[config.mk]
export PLATFORM = sky130hd
export DESIGN_NAME = obj_ext_ram_arbiter_flat
export DESIGN_NICKNAME = d
export VERILOG_FILES = /design/src/rtl/obj_ext_ram_arbiter_if.sv /design/src/rtl/obj_ext_ram_arbiter.sv /design/src/flat_wrapper.sv
export SDC_FILE = /design/constraint.sdc
export NUM_CORES = 1
export LEC_CHECK = 0
export BUFFER_PORTS_ARGS = -buffer_cell sky130_fd_sc_hd__buf_2
export CAP_MARGIN = 30
export CORE_MARGIN = 10
export CORE_UTILIZATION = 25
export CTS_CLUSTER_DIAMETER = 200
export CTS_CLUSTER_SIZE = 28
export DETAILED_ROUTE_END_ITERATION = 7
export MAX_ROUTING_LAYER = met4
export PLACE_DENSITY = 0.53
export SKIP_LAST_GASP = 1
export SYNTH_ARGS = -nofsm -noshare
export SYNTH_HDL_FRONTEND = slang
export SYNTH_SLANG_ARGS = --single-unit
[constraint.sdc]
create_clock -name clk -period 5.7 [get_ports clk]
set_input_delay 1.425 -clock clk [delete_from_list [all_inputs] [get_ports clk]]
set_output_delay 1.425 -clock clk [all_outputs]
set_load 0.03 [all_outputs]
[src/rtl/obj_ext_ram_arbiter_if.sv]
// rtl/obj_ext_ram_arbiter_if.sv - object/CPU/save-state requester and extension RAM bus bundle
interface obj_ext_ram_arbiter_if;
  logic        obj_req;
  logic [11:0] obj_addr;
  logic        obj_ready;
  logic        obj_valid;
  logic [7:0]  obj_q;

  logic        cpu_req;
  logic        cpu_we;
  logic [11:0] cpu_addr;
  logic [7:0]  cpu_wdata;
  logic        cpu_ack;
  logic [7:0]  cpu_q;

  logic        ss_req;
  logic        ss_we;
  logic [11:0] ss_addr;
  logic [7:0]  ss_wdata;
  logic        ss_ack;
  logic [7:0]  ss_q;

  logic [11:0] ram_addr;
  logic        ram_we;
  logic [7:0]  ram_wdata;
  logic [7:0]  ram_q;

  // master: requesters plus the RAM itself; slave: the arbiter
  modport master (
    output obj_req, obj_addr,
    input  obj_ready, obj_valid, obj_q,
    output cpu_req, cpu_we, cpu_addr, cpu_wdata,
    input  cpu_ack, cpu_q,
    output ss_req, ss_we, ss_addr, ss_wdata,
    input  ss_ack, ss_q,
    input  ram_addr, ram_we, ram_wdata,
    output ram_q
  );

  modport slave (
    input  obj_req, obj_addr,
    output obj_ready, obj_valid, obj_q,
    input  cpu_req, cpu_we, cpu_addr, cpu_wdata,
    output cpu_ack, cpu_q,
    input  ss_req, ss_we, ss_addr, ss_wdata,
    output ss_ack, ss_q,
    output ram_addr, ram_we, ram_wdata,
    input  ram_q
  );
endinterface

[src/rtl/obj_ext_ram_arbiter.sv]
// rtl/obj_ext_ram_arbiter.sv - three-way arbiter onto a single-port 4096x8 extension RAM
// Object lookups win over CPU, CPU over save-state; CPU is forced ahead after STARVE_LIMIT lost cycles.
module obj_ext_ram_arbiter #(
  parameter int STARVE_LIMIT = 7
) (
  input  logic                 clk,
  input  logic                 reset,
  obj_ext_ram_arbiter_if.slave bus
);

  localparam int CW = $clog2(STARVE_LIMIT + 1);
  localparam logic [CW-1:0] LIMIT = CW'(STARVE_LIMIT);

  typedef enum logic [1:0] {SRC_OBJ, SRC_CPU, SRC_SS} src_t;

  logic [CW-1:0] r_cnt;
  logic          r_obj_ready;
  logic          r_s1_vld, r_s2_vld;
  src_t          r_s1_src, r_s2_src;
  logic          r_s1_we,  r_s2_we;
  logic          r_obj_valid, r_cpu_ack, r_ss_ack;
  logic [7:0]    r_obj_q, r_cpu_q, r_ss_q;
  logic [11:0]   r_ram_addr;
  logic          r_ram_we;
  logic [7:0]    r_ram_wdata;

  logic          w_cpu_busy, w_ss_busy;
  logic          w_cpu_elig, w_ss_elig;
  logic          w_grant_obj, w_grant_cpu, w_grant_ss, w_grant_any;
  logic [CW-1:0] w_cnt_next;
  logic [11:0]   w_addr;
  logic [7:0]    w_wdata;
  logic          w_we;

  // A requester still in the pipe or acking this cycle must not be granted again
  assign w_cpu_busy = (r_s1_vld && r_s1_src == SRC_CPU) || (r_s2_vld && r_s2_src == SRC_CPU);
  assign w_ss_busy  = (r_s1_vld && r_s1_src == SRC_SS)  || (r_s2_vld && r_s2_src == SRC_SS);
  assign w_cpu_elig = bus.cpu_req && !w_cpu_busy && !r_cpu_ack;
  assign w_ss_elig  = bus.ss_req  && !w_ss_busy  && !r_ss_ack;

  // obj_ready low is the forced-CPU cycle: dropping the object leaves CPU on top
  assign w_grant_obj = bus.obj_req && r_obj_ready;
  assign w_grant_cpu = !w_grant_obj && w_cpu_elig;
  assign w_grant_ss  = !w_grant_obj && !w_cpu_elig && w_ss_elig;
  assign w_grant_any = w_grant_obj || w_grant_cpu || w_grant_ss;

  always_comb begin
    w_addr  = bus.obj_addr;
    w_wdata = 8'h00;
    w_we    = 1'b0;
    if (w_grant_cpu) begin
      w_addr  = bus.cpu_addr;
      w_wdata = bus.cpu_wdata;
      w_we    = bus.cpu_we;
    end else if (w_grant_ss) begin
      w_addr  = bus.ss_addr;
      w_wdata = bus.ss_wdata;
      w_we    = bus.ss_we;
    end
  end

  always_comb begin
    w_cnt_next = r_cnt;
    if (!bus.cpu_req || w_grant_cpu)
      w_cnt_next = '0;
    else if (w_cpu_elig && r_cnt != LIMIT)
      w_cnt_next = r_cnt + 1'b1;
  end

  always_ff @(posedge clk or posedge reset) begin
    if (reset) begin
      r_cnt       <= '0;
      r_obj_ready <= 1'b1;
      r_s1_vld    <= 1'b0;
      r_s1_src    <= SRC_OBJ;
      r_s1_we     <= 1'b0;
      r_s2_vld    <= 1'b0;
      r_s2_src    <= SRC_OBJ;
      r_s2_we     <= 1'b0;
      r_ram_addr  <= '0;
      r_ram_we    <= 1'b0;
      r_ram_wdata <= '0;
      r_obj_valid <= 1'b0;
      r_obj_q     <= '0;
      r_cpu_ack   <= 1'b0;
      r_cpu_q     <= '0;
      r_ss_ack    <= 1'b0;
      r_ss_q      <= '0;
    end else begin
      r_cnt       <= w_cnt_next;
      r_obj_ready <= !(w_cnt_next == LIMIT && r_cnt != LIMIT);

      r_s1_vld <= w_grant_any;
      r_s1_src <= w_grant_obj ? SRC_OBJ : (w_grant_cpu ? SRC_CPU : SRC_SS);
      r_s1_we  <= w_grant_any && w_we;
      r_ram_we <= w_grant_any && w_we;
      if (w_grant_any) begin
        r_ram_addr  <= w_addr;
        r_ram_wdata <= w_wdata;
      end

      r_s2_vld <= r_s1_vld;
      r_s2_src <= r_s1_src;
      r_s2_we  <= r_s1_we;

      // ram_q now holds the byte for the address captured two edges ago
      r_obj_valid <= r_s2_vld && r_s2_src == SRC_OBJ;
      r_cpu_ack   <= r_s2_vld && r_s2_src == SRC_CPU;
      r_ss_ack    <= r_s2_vld && r_s2_src == SRC_SS;
      if (r_s2_vld && r_s2_src == SRC_OBJ) r_obj_q <= bus.ram_q;
      if (r_s2_vld && r_s2_src == SRC_CPU) r_cpu_q <= r_s2_we ? 8'h00 : bus.ram_q;
      if (r_s2_vld && r_s2_src == SRC_SS)  r_ss_q  <= r_s2_we ? 8'h00 : bus.ram_q;
    end
  end

  assign bus.obj_ready = r_obj_ready;
  assign bus.obj_valid = r_obj_valid;
  assign bus.obj_q     = r_obj_q;
  assign bus.cpu_ack   = r_cpu_ack;
  assign bus.cpu_q     = r_cpu_q;
  assign bus.ss_ack    = r_ss_ack;
  assign bus.ss_q      = r_ss_q;
  assign bus.ram_addr  = r_ram_addr;
  assign bus.ram_we    = r_ram_we;
  assign bus.ram_wdata = r_ram_wdata;

endmodule
[src/flat_wrapper.sv]
// flat-port wrapper written by rule: the top's interface ports become plain ports
module obj_ext_ram_arbiter_flat 
#(
  parameter int STARVE_LIMIT = 7
)
  (clk, reset, bus_obj_req, bus_obj_addr, bus_obj_ready, bus_obj_valid, bus_obj_q, bus_cpu_req, bus_cpu_we, bus_cpu_addr, bus_cpu_wdata, bus_cpu_ack, bus_cpu_q, bus_ss_req, bus_ss_we, bus_ss_addr, bus_ss_wdata, bus_ss_ack, bus_ss_q, bus_ram_addr, bus_ram_we, bus_ram_wdata, bus_ram_q);
  obj_ext_ram_arbiter_if bus_i ();
  input  logic clk;
  input  logic reset;
  input wire logic [$bits(bus_i.obj_req)-1:0] bus_obj_req;
  input wire logic [$bits(bus_i.obj_addr)-1:0] bus_obj_addr;
  output wire logic [$bits(bus_i.obj_ready)-1:0] bus_obj_ready;
  output wire logic [$bits(bus_i.obj_valid)-1:0] bus_obj_valid;
  output wire logic [$bits(bus_i.obj_q)-1:0] bus_obj_q;
  input wire logic [$bits(bus_i.cpu_req)-1:0] bus_cpu_req;
  input wire logic [$bits(bus_i.cpu_we)-1:0] bus_cpu_we;
  input wire logic [$bits(bus_i.cpu_addr)-1:0] bus_cpu_addr;
  input wire logic [$bits(bus_i.cpu_wdata)-1:0] bus_cpu_wdata;
  output wire logic [$bits(bus_i.cpu_ack)-1:0] bus_cpu_ack;
  output wire logic [$bits(bus_i.cpu_q)-1:0] bus_cpu_q;
  input wire logic [$bits(bus_i.ss_req)-1:0] bus_ss_req;
  input wire logic [$bits(bus_i.ss_we)-1:0] bus_ss_we;
  input wire logic [$bits(bus_i.ss_addr)-1:0] bus_ss_addr;
  input wire logic [$bits(bus_i.ss_wdata)-1:0] bus_ss_wdata;
  output wire logic [$bits(bus_i.ss_ack)-1:0] bus_ss_ack;
  output wire logic [$bits(bus_i.ss_q)-1:0] bus_ss_q;
  output wire logic [$bits(bus_i.ram_addr)-1:0] bus_ram_addr;
  output wire logic [$bits(bus_i.ram_we)-1:0] bus_ram_we;
  output wire logic [$bits(bus_i.ram_wdata)-1:0] bus_ram_wdata;
  input wire logic [$bits(bus_i.ram_q)-1:0] bus_ram_q;
  assign bus_i.obj_req = bus_obj_req;
  assign bus_i.obj_addr = bus_obj_addr;
  assign bus_obj_ready = bus_i.obj_ready;
  assign bus_obj_valid = bus_i.obj_valid;
  assign bus_obj_q = bus_i.obj_q;
  assign bus_i.cpu_req = bus_cpu_req;
  assign bus_i.cpu_we = bus_cpu_we;
  assign bus_i.cpu_addr = bus_cpu_addr;
  assign bus_i.cpu_wdata = bus_cpu_wdata;
  assign bus_cpu_ack = bus_i.cpu_ack;
  assign bus_cpu_q = bus_i.cpu_q;
  assign bus_i.ss_req = bus_ss_req;
  assign bus_i.ss_we = bus_ss_we;
  assign bus_i.ss_addr = bus_ss_addr;
  assign bus_i.ss_wdata = bus_ss_wdata;
  assign bus_ss_ack = bus_i.ss_ack;
  assign bus_ss_q = bus_i.ss_q;
  assign bus_ram_addr = bus_i.ram_addr;
  assign bus_ram_we = bus_i.ram_we;
  assign bus_ram_wdata = bus_i.ram_wdata;
  assign bus_i.ram_q = bus_ram_q;
  obj_ext_ram_arbiter #(.STARVE_LIMIT(STARVE_LIMIT)) u_core (.clk(clk), .reset(reset), .bus(bus_i));
endmodule
==> impl_metrics.toml, run 1 <==
[worst_setup_path]
critPathArrivalTime_ns = 1.08
rrSetupSlack_ns = 3.91
worstSetupEndpointType = "output port"
cp-start-kind = "flop"
r2r_cells = 4
crit_buf_inv = 1
worstSetupPathType = "flop to output port"
slowest_stage = "dfstp_2"
path_cells = "buf_2"
max_stage_delay_ns = 0.55
r2r_start = "u_core.r_s2_src[1]"
worst_r2r_endpoint = "u_core.bus.ram_addr[11]"
cp.required_ns = 4.28
crit_path_max_fanout = 5
path_delay_family = "flip-flops"

[clock_tree]
path_clk_slew_ns = 0.07
cts-htree-levels = 3
post_cts_resized = 0
insertion_delay_ns = 0.33
clkSinkCount = 59
cts-buffers-inserted = 9
post_cts_buffers = 0
cts_max_path_buffers = 2
cts_root_buf = "clkbuf_8"
tritoncts = "done"
cts_hold_buf = 0

[finish]
multi_input_area_mm2 = 0.00108
num_antenna_cells = 0
design_area_mm2 = 0.00352
drive_above_1_share_pct = 43.9
seqCellArea_mm2 = 0.00148
n_fill_cell = 1088
layout_commonest_cell = "buf_2"
final_cell_mix = "buf_2 (115), dfrtp_1 (58), nand2_1 (25), o21ai_0 (24), mux2i_1 (20)"
final_nets = 416
syn2layout_area_growth_pct = 31.3

[floorplanning]
die-area_mm2 = 0.0153
die_h_um = 124
core_area_mm2 = 0.0104
start_util_pct = 25.8
die_w_um = 124
rows = 37
ios = 116

[logic_synthesis]
synth_cell_types = 34
syn_avg_cell_area_um2 = 11.5
synth_ff_type = "dfrtp_1"
ys_warn_count = 0
synth.ff_latch_count = 59
yosysTopAreaCell = "dfrtp_1"
synth_edf_count = 0
synthArstFlopShare_pct = 100
synthTopCellsByArea = "dfrtp_1 (54%), mux2i_1 (7.5%), o21ai_0 (4.5%), a211oi_2 (3.7%), nand2_1 (3.5%)"
synth_top_area_share_pct = 54.2
netlist_instances = 233
seq_area_frac_synth_pct = 55.1
synth_area_mm2 = 0.00268
synth_nets = 302

[min_path]
hp-start = "u_core.r_s1_we"
min_to = "u_core.r_s2_we"
hold_path_depth = 0
hold_path_class = "flop to flop"

[routing]
drtPass1Iterations = 4
num_vias = 2150
wl_per_cell_um = 15.4
vias_per_cell = 4.41
post-route-drc-count = 0
drtAntennaViolNets = 0
drtIter0Drc = 97
finalWirelength_um = 7480

[timing]
setup_violations = 0
fin_crit_sh_pct = 44.0
fin_crit_ns = 2.51
maxSlewHeadroom_pct = 35.7
setup_tns_ns = 0
tightest_slew_ns = 0.963
setup_ws_ns = 3.19
holdWs_ns = 0.382
finalClockSkew_ns = 0.00718
maxSlewViolCount = 0
fmax_mhz = 399
rsz0062_at_grt = "false"
hold_violations = 0

[flow_run]
drv_cap = 0

[place]
pre_cts_slack_ns = 2.93
numPortBuffers = 115
placed_cell_area_mm2 = 0.00334
gp_congestion = 0.714
hpwlAfterDp_um = 5590

[global_routing]
grt_antenna_before_repair = 0
grt_max_degree = 60
grt_pass1_vias = 2356
grt_overflow = 0
gr-usage-all-layers_pct = 10.2
grt_pass1_wl_um = 11700

[power]
ir_worst_vdd_v = 0.000152
p_leak_nw = 1.79
power-per-cell-area_mw_per_mm2 = 365

[run_status]
status = "finished clean"
## where the power goes
group / internal [mW] / switching [mW]
logic: 0.131 / 0.267
clock network: 0.190 / 0.160
registers: 0.494 / 0.0426
total: 0.814 / 0.470
## flip-flops by register name, summed over array words and instances (netlist names)
| name | cells |
|---|---|
| u_core.bus.ram_addr | 12 |
| u_core.r_s2_src | 2 |
| u_core.bus.obj_ready | 1 |
| u_core.bus.obj_valid | 1 |
| u_core.r_s1_src | 2 |
| u_core.bus.ss_q | 8 |
| u_core.bus.obj_q | 8 |
| u_core.r_s1_vld | 1 |
| u_core.bus.ss_ack | 1 |
| u_core.bus.ram_wdata | 8 |
| u_core.r_s2_we | 1 |
| u_core.bus.cpu_ack | 1 |
| u_core.bus.cpu_q | 8 |
| u_core.r_s1_we | 1 |
| u_core.r_cnt | 3 |
| u_core.r_s2_vld | 1 |
## worst reg2reg max path, cell delays in order (launching register included)
cell	delay [ns]
dfrtp_1	0.42
nand3b_4	0.21
o2111ai_4	0.52
mux2i_1	0.27
a211oi_1	0.28
## layout make-up
type,instances,area share (%)
clock buffers,13,4.80
repair buffers,118,17.0
flip-flops and latches,59,42.0
well taps,136,4.84
multi-input cells,155,30.7
clock inverters,2,0.284
inverters,4,0.427
## logic make-up after synthesis
family          Yosys count  share of synthesized area [%]
flops                    59                           55.1
fa+ha+maj                 2                          0.934
simple gates             73                           15.0
buf+inv                  19                           4.62
mux                      28                           10.8
compound gates           52                           13.5
## metrics by stage
step	power (mW)	utilization, %	std cells
floorplan	0.821	-	233
global placement	0.948	32.2	472
detailed placement	0.952	32.2	472
CTS	1.31	33.9	487
global route	1.37	33.9	487
finish	1.28	33.9	487
## synthesized netlist by cell type (2+ instances only)
library cell	count
nor3b_1	3
ha_1	2
dfrtp_1	58
clkbuf_1	4
and3_1	2
a211oi_1	4
nand2b_1	8
a21oi_1	9
buf_4	2
nand2_1	25
nor3_1	13
o22ai_1	3
nand3b_1	2
inv_1	4
buf_2	5
o21ai_0	24
mux2i_1	20
a211oi_2	8
buf_6	3
mux2_2	8
nor2_1	13
## how the worst max path moves through the flow
stage,slack (ns),cells after the start,start,end
3_3_place_gp,3.01,4,bus_obj_req,u_core.bus.ram_addr[8]
6_report,3.19,1,u_core.bus.obj_ready,bus_obj_ready
3_5_place_dp,2.93,4,bus_obj_req,u_core.bus.ram_addr[11]
4_1_cts,3.17,1,u_core.bus.obj_ready,bus_obj_ready
5_1_grt,3.14,1,u_core.bus.obj_ready,bus_obj_ready
2_1_floorplan,2.82,1,reset,u_core.bus.cpu_ack
## routing by layer
| layer | track usage (%) | vias to the layer above | wire (µm) |
|---|---|---|---|
| met5 | - | - | 0 |
| met1 | 12.1 | 1003 | 3470 |
| met2 | 15.4 | 97 | 3340 |
| li1 | - | 1046 | - |
| met4 | 3.49 | 0 | 41 |
| met3 | 4.19 | 4 | 633 |
Power figures use the tool's default switching activity.
==> inputs of run 2 (changes only) <==
--- a/config.mk
+++ b/config.mk
@@ -5,6 +5,7 @@
 export SDC_FILE = /design/constraint.sdc
 export NUM_CORES = 1
 export LEC_CHECK = 0
+export ABC_AREA = 1
 export BUFFER_PORTS_ARGS = -buffer_cell sky130_fd_sc_hd__buf_2
 export CAP_MARGIN = 30
 export CORE_MARGIN = 10
@@ -13,7 +14,7 @@
 export CTS_CLUSTER_SIZE = 28
 export DETAILED_ROUTE_END_ITERATION = 7
 export MAX_ROUTING_LAYER = met4
-export PLACE_DENSITY = 0.53
+export PLACE_DENSITY = 0.52
 export SKIP_LAST_GASP = 1
 export SYNTH_ARGS = -nofsm -noshare
 export SYNTH_HDL_FRONTEND = slang
==> constraint.sdc (replaced) <==
create_clock -name clk -period 2.5 [get_ports clk]
set_input_delay 0.625 -clock clk [delete_from_list [all_inputs] [get_ports clk]]
set_output_delay 0.625 -clock clk [all_outputs]
set_load 0.03 [all_outputs]
==> impl_metrics.toml, run 2 <==
[run_status]
status = "finished clean"

[clock_tree]
tritoncts = "done"
cts-htree-levels = 3
cts_hold_buf = 0
post_cts_resized = 0
cts_root_buf = "clkbuf_8"
clkSinkCount = 59
insertion_delay_ns = 0.33
path_clk_slew_ns = 0.06
cts_max_path_buffers = 2
cts-buffers-inserted = 9
post_cts_buffers = 0

[routing]
drtIter0Drc = 166
wl_per_cell_um = 14.2
post-route-drc-count = 0
vias_per_cell = 4.22
drtPass1Iterations = 4
num_vias = 2639
drtAntennaViolNets = 0
finalWirelength_um = 8870

[floorplanning]
core_area_mm2 = 0.0108
die_h_um = 125
start_util_pct = 25.6
ios = 116
die-area_mm2 = 0.0157
die_w_um = 125
rows = 38

[finish]
final_nets = 552
largest_reg_flops = 12
final_cell_count_no_fill = 626
n_fill_cell = 1176
num_antenna_cells = 0
drive_above_1_share_pct = 31.1
final_cell_mix = "nand2_1 (163), buf_2 (115), dfrtp_1 (58), inv_1 (47), nand3_1 (25)"
syn2layout_area_growth_pct = 34.5
layout_commonest_cell = "nand2_1"

[place]
dp_cells = 612
numPortBuffers = 115
pre_cts_slack_ns = 0.0687
hpwlAfterDp_um = 6850
gp_congestion = 0.827

[timing]
setup_tns_ns = 0
setup_violations = 0
tightest_slew_ns = 0.693
finalClockSkew_ns = 0.0128
fin_crit_ns = 1.97
hold_violations = 0
setup_ws_ns = 0.529
rsz0062_at_grt = "false"
maxSlewViolCount = 0
fmax_mhz = 507
fin_crit_sh_pct = 78.8
maxSlewHeadroom_pct = 53.6

[global_routing]
grt_antenna_before_repair = 0
grt_pass1_vias = 2909
grt_max_degree = 27
gr-usage-all-layers_pct = 11.6
grt_overflow = 0
grt_pass1_wl_um = 14500

[logic_synthesis]
synth_edf_count = 0
synthTopCellsByArea = "dfrtp_1 (52%), nand2_1 (22%), inv_1 (6.5%), nand3_1 (4.5%), nand4_1 (2.9%)"
synth_cell_types = 21
synth_common_cells = "nand2_1 (163), dfrtp_1 (58), inv_1 (48), nand3_1 (25), nor2_1 (16)"
seq_area_frac_synth_pct = 53.2
netlist_instances = 361
synth_area_mm2 = 0.00278
synth_nets = 430
ys_warn_count = 0
syn_avg_cell_area_um2 = 7.69
synth.most_common_cell = "nand2_1"
yosysTopAreaCell = "dfrtp_1"
synth_ff_type = "dfrtp_1"
synthArstFlopShare_pct = 100
synth_top_area_share_pct = 52.3
synth.ff_latch_count = 59

[power]
ir_worst_vdd_v = 0.000338
power-per-cell-area_mw_per_mm2 = 844
p_leak_nw = 2.21

[min_path]
hold_path_class = "primary input to async pin"

[worst_setup_path]
worstSetupEndpointType = "flop"
critPathArrivalTime_ns = 2.24
worstSetupPathType = "flop to flop"
cp-start-kind = "flop"
cp.required_ns = 2.77
r2r_cells = 8
crit_path_max_fanout = 13

[flow_run]
drv_cap = 0
## run 2: critical path: stages (launching register included)
cell and delay (ns):
dfrtp_1 0.40, inv_1 0.08, nand3_2 0.18, nand2_2 0.11, nor2_4 0.13, buf_4 0.23
nand3_2 0.28, inv_1 0.34, a22o_1 0.17
## run 2: area by class of cell
class	count	area [µm²]	area share, %
clock buffer	12	165	4.42
clock inverter	2	35.0	0.938
inverter	54	203	5.43
multi-input combinational	236	1040	27.9
sequential	59	1480	39.6
tap	140	175	4.69
timing repair buffer	123	636	17.0
## run 2: metrics by stage
| stage | utilization, % | instance area [µm²] | hold WS, ns | total power, mW |
|---|---|---|---|---|
| final | 34.4 | 3730 | 0.329 | 3.15 |
| after global routing | 34.4 | 3730 | 0.360 | 3.37 |
| after CTS | 34.4 | 3730 | 0.342 | 3.21 |
| after detailed placement | 32.5 | 3530 | 0.386 | 2.30 |
| after floorplan | - | 2780 | 0.374 | 1.93 |
| after global placement | 32.5 | 3530 | 0.378 | 2.29 |
## run 2: power breakdown
group | switching, mW | internal (mW)
Clock | 0.360 | 0.530
Sequential | 0.111 | 1.14
Combinational | 0.719 | 0.289
## run 2: cells by family (layout without fill, tap and decap cells)
logic type      count (synthesis)  count (layout)  share of synthesized area [%]
buf+inv                        66             191                           9.38
flops                          59              59                           53.2
simple gates                  225             225                           34.7
compound gates                  9               9                           1.76
fa+ha+maj                       2               2                          0.902
## run 2: path summary, 6_finish.rpt
kind | startpoint | end | slack (ns)
setup / recovery | u_core.r_s2_src[0] | u_core.r_s1_we | 0.53
hold / removal | reset | u_core.r_s2_we | 0.33
hold reg to reg | u_core.r_s1_we | u_core.r_s2_we | 0.38
setup reg to reg | u_core.r_s2_src[0] | u_core.r_s1_we | 0.53
min in group clk | u_core.r_s1_we | u_core.r_s2_we | 0.38
max in group asynchronous | reset | u_core.bus.ss_q[5] | 1.43
## run 2: per-layer routing
layer  vias to the layer above  GRT usage, %  part of all wire, %
met4                         0          3.18                 0.77
met5                         -             -                    0
li1                       1336             -                    -
met2                        95          18.2                   46
met3                         6          3.76                  5.4
met1                      1202          14.0                   47
==> inputs of run 3 (changes only) <==
--- a/config.mk
+++ b/config.mk
@@ -5,7 +5,7 @@
 export SDC_FILE = /design/constraint.sdc
 export NUM_CORES = 1
 export LEC_CHECK = 0
-export ABC_AREA = 1
+export ABC_AREA = 0
 export BUFFER_PORTS_ARGS = -buffer_cell sky130_fd_sc_hd__buf_2
 export CAP_MARGIN = 30
 export CORE_MARGIN = 10
@@ -14,7 +14,7 @@
 export CTS_CLUSTER_SIZE = 28
 export DETAILED_ROUTE_END_ITERATION = 7
 export MAX_ROUTING_LAYER = met4
-export PLACE_DENSITY = 0.52
+export PLACE_DENSITY = 0.54
 export SKIP_LAST_GASP = 1
 export SYNTH_ARGS = -nofsm -noshare
 export SYNTH_HDL_FRONTEND = slang
==> constraint.sdc (replaced) <==
create_clock -name clk -period 1.71 [get_ports clk]
set_input_delay 0.4275 -clock clk [delete_from_list [all_inputs] [get_ports clk]]
set_output_delay 0.4275 -clock clk [all_outputs]
set_load 0.03 [all_outputs]
==> impl_metrics.toml, run 3 (synthesis gave the netlist of run 1 again) <==
[run_status]
status = "finished clean"

[worst_setup_path]
worstSetupPathType = "flop to flop"
crit_path_max_fanout = 14
path_cells = "nand3b_1, and4b_1, nor2_8, a211oi_1"
worstSetupEndpointType = "flop"
r2r_start = "u_core.r_s2_src[1]"
worst_r2r_endpoint = "u_core.bus.ram_addr[11]"
slowest_stage = "dfrtp_1"
rrSetupSlack_ns = 0.13
cp.required_ns = 1.91
path_delay_family = "simple AND/OR/NAND/NOR gates"
r2r_cells = 4
cp-start-kind = "flop"
max_stage_delay_ns = 0.41
critPathArrivalTime_ns = 1.79
crit_buf_inv = 0

[routing]
wl_per_cell_um = 15.6
num_vias = 2186
post-route-drc-count = 0
vias_per_cell = 4.43
drtPass1Iterations = 4
finalWirelength_um = 7680
drtAntennaViolNets = 0
drtIter0Drc = 114

[floorplanning]
die-area_mm2 = 0.0153
start_util_pct = 25.8
core_area_mm2 = 0.0104
ios = 116
rows = 37
die_w_um = 124
die_h_um = 124

[global_routing]
grt_pass1_vias = 2403
grt_overflow = 0
grt_pass1_wl_um = 12100
grt_antenna_before_repair = 0
gr-usage-all-layers_pct = 10.6
grt_max_degree = 34

[power]
p_switching_mw = 1.61
p_leak_nw = 1.83
switching_share_pct = 36.3
clockPowerShare_pct = 28.6
p_int_mw = 2.81
sequentialPowerShare_pct = 40.4
power_mw = 4.42
combPwrFrac_pct = 31.0
power-per-cell-area_mw_per_mm2 = 1230
ir_worst_vdd_v = 0.000558

[finish]
final_cell_mix = "buf_2 (115), dfrtp_1 (58), nand2_1 (25), o21ai_0 (24), mux2i_1 (20)"
largest_reg_flops = 12
syn2layout_area_growth_pct = 34.6
layout_commonest_cell = "buf_2"
n_fill_cell = 1097
drive_above_1_share_pct = 45.3
num_antenna_cells = 0
final_nets = 422

[timing]
maxSlewHeadroom_pct = 71.0
fin_crit_ns = 1.58
fin_crit_sh_pct = 92.6
hold_violations = 0
setup_tns_ns = 0
setup_violations = 0
maxSlewViolCount = 0
tightest_slew_ns = 0.435
rsz0062_at_grt = "false"
fmax_mhz = 631
finalClockSkew_ns = 0.0112

[place]
numPortBuffers = 115
gp_congestion = 0.735
hpwlAfterDp_um = 5970

[clock_tree]
tritoncts = "done"
clkSinkCount = 59
cts_root_buf = "clkbuf_8"
post_cts_buffers = 0
path_clk_slew_ns = 0.07
cts-htree-levels = 3
cts-buffers-inserted = 9
cts_max_path_buffers = 2
insertion_delay_ns = 0.34

[min_path]
hold_path_class = "primary input to async pin"

[flow_run]
drv_cap = 0
## run 3: changes by cell type in the layout (fill, tap and decap cells not counted), moves of 9 or more
cell     delta
nand2_1   -138
inv_1      -44
nand3_1    -24
mux2i_1    +20
o21ai_0    +16
nand4_1    -13
nor3_1     +13
a21oi_1     +9
## run 3: cell type report
cell class / instances / area (µm²) / share of cell area, %
Sequential cell: 59 / 1480 / 41.0
Multi-Input combinational cell: 155 / 1080 / 29.9
Timing Repair Buffer: 124 / 668 / 18.5
Tap cell: 136 / 170 / 4.72
Clock buffer: 11 / 141 / 3.92
Clock inverter: 5 / 52.6 / 1.46
Inverter: 4 / 18.8 / 0.520
## run 3: worst max path at each step
stage / start / to / slack, ns / depth (start not counted)
after floorplan: u_core.bus.obj_ready / u_core.bus.ram_addr[0] / 0.23 / 5
after global placement: bus_obj_req / u_core.bus.ram_addr[8] / 0.06 / 4
after detailed placement: u_core.bus.obj_ready / u_core.bus.ram_addr[10] / 0.009 / 3
after CTS: u_core.bus.obj_ready / u_core.bus.ram_addr[11] / 0.005 / 3
after global routing: u_core.r_s2_src[1] / u_core.bus.ram_addr[10] / 0.02 / 4
final: u_core.r_s2_src[1] / u_core.bus.ram_addr[11] / 0.13 / 4
## run 3: layer usage
layer	wire [µm]	vias up	GRT usage, %
li1	-	1064	-
met4	66	0	2.62
met5	0	-	-
met1	3570	1010	12.9
met2	3370	105	15.6
met3	680	7	4.83
## run 3: worst min-delay path, cell delays in order
cell	delay [ns]
buf_2	0.11
clkinvlp_4	0.06
buf_4	0.31
## run 3: repair_timing
| item | 4_1_cts | 5_1_grt |
|---|---|---|
| endpoints found under the setup margin | 0 | 12 |
| hold buffers | 0 | 0 |
| hold endpoints to repair | 0 | 0 |
| resized for setup | 0 | 1 |
## run 3: power groups by stage
stage	sequential (mW)	combinational, mW	clock [mW]
CTS	1.79	1.40	1.31
global placement	1.81	1.39	0
floorplan	2.27	0.472	0
global route	1.83	1.50	1.38
detailed placement	1.81	1.40	0
finish	1.79	1.37	1.26
## run 3: stage by stage
| step | cells | worst slack (ns) | hold WS, ns | utilization [%] | cell area, µm² |
|---|---|---|---|---|---|
| detailed placement | 478 | 0.00938 | 0.372 | 32.9 | 3410 |
| finish | 494 | 0.126 | 0.169 | 34.8 | 3610 |
| floorplan | 233 | 0.231 | 0.366 | - | 2680 |
| global placement | 478 | 0.0623 | 0.372 | 32.9 | 3410 |
| CTS | 494 | 0.00508 | 0.174 | 34.8 | 3610 |
| global route | 494 | 0.0204 | 0.183 | 34.8 | 3610 |
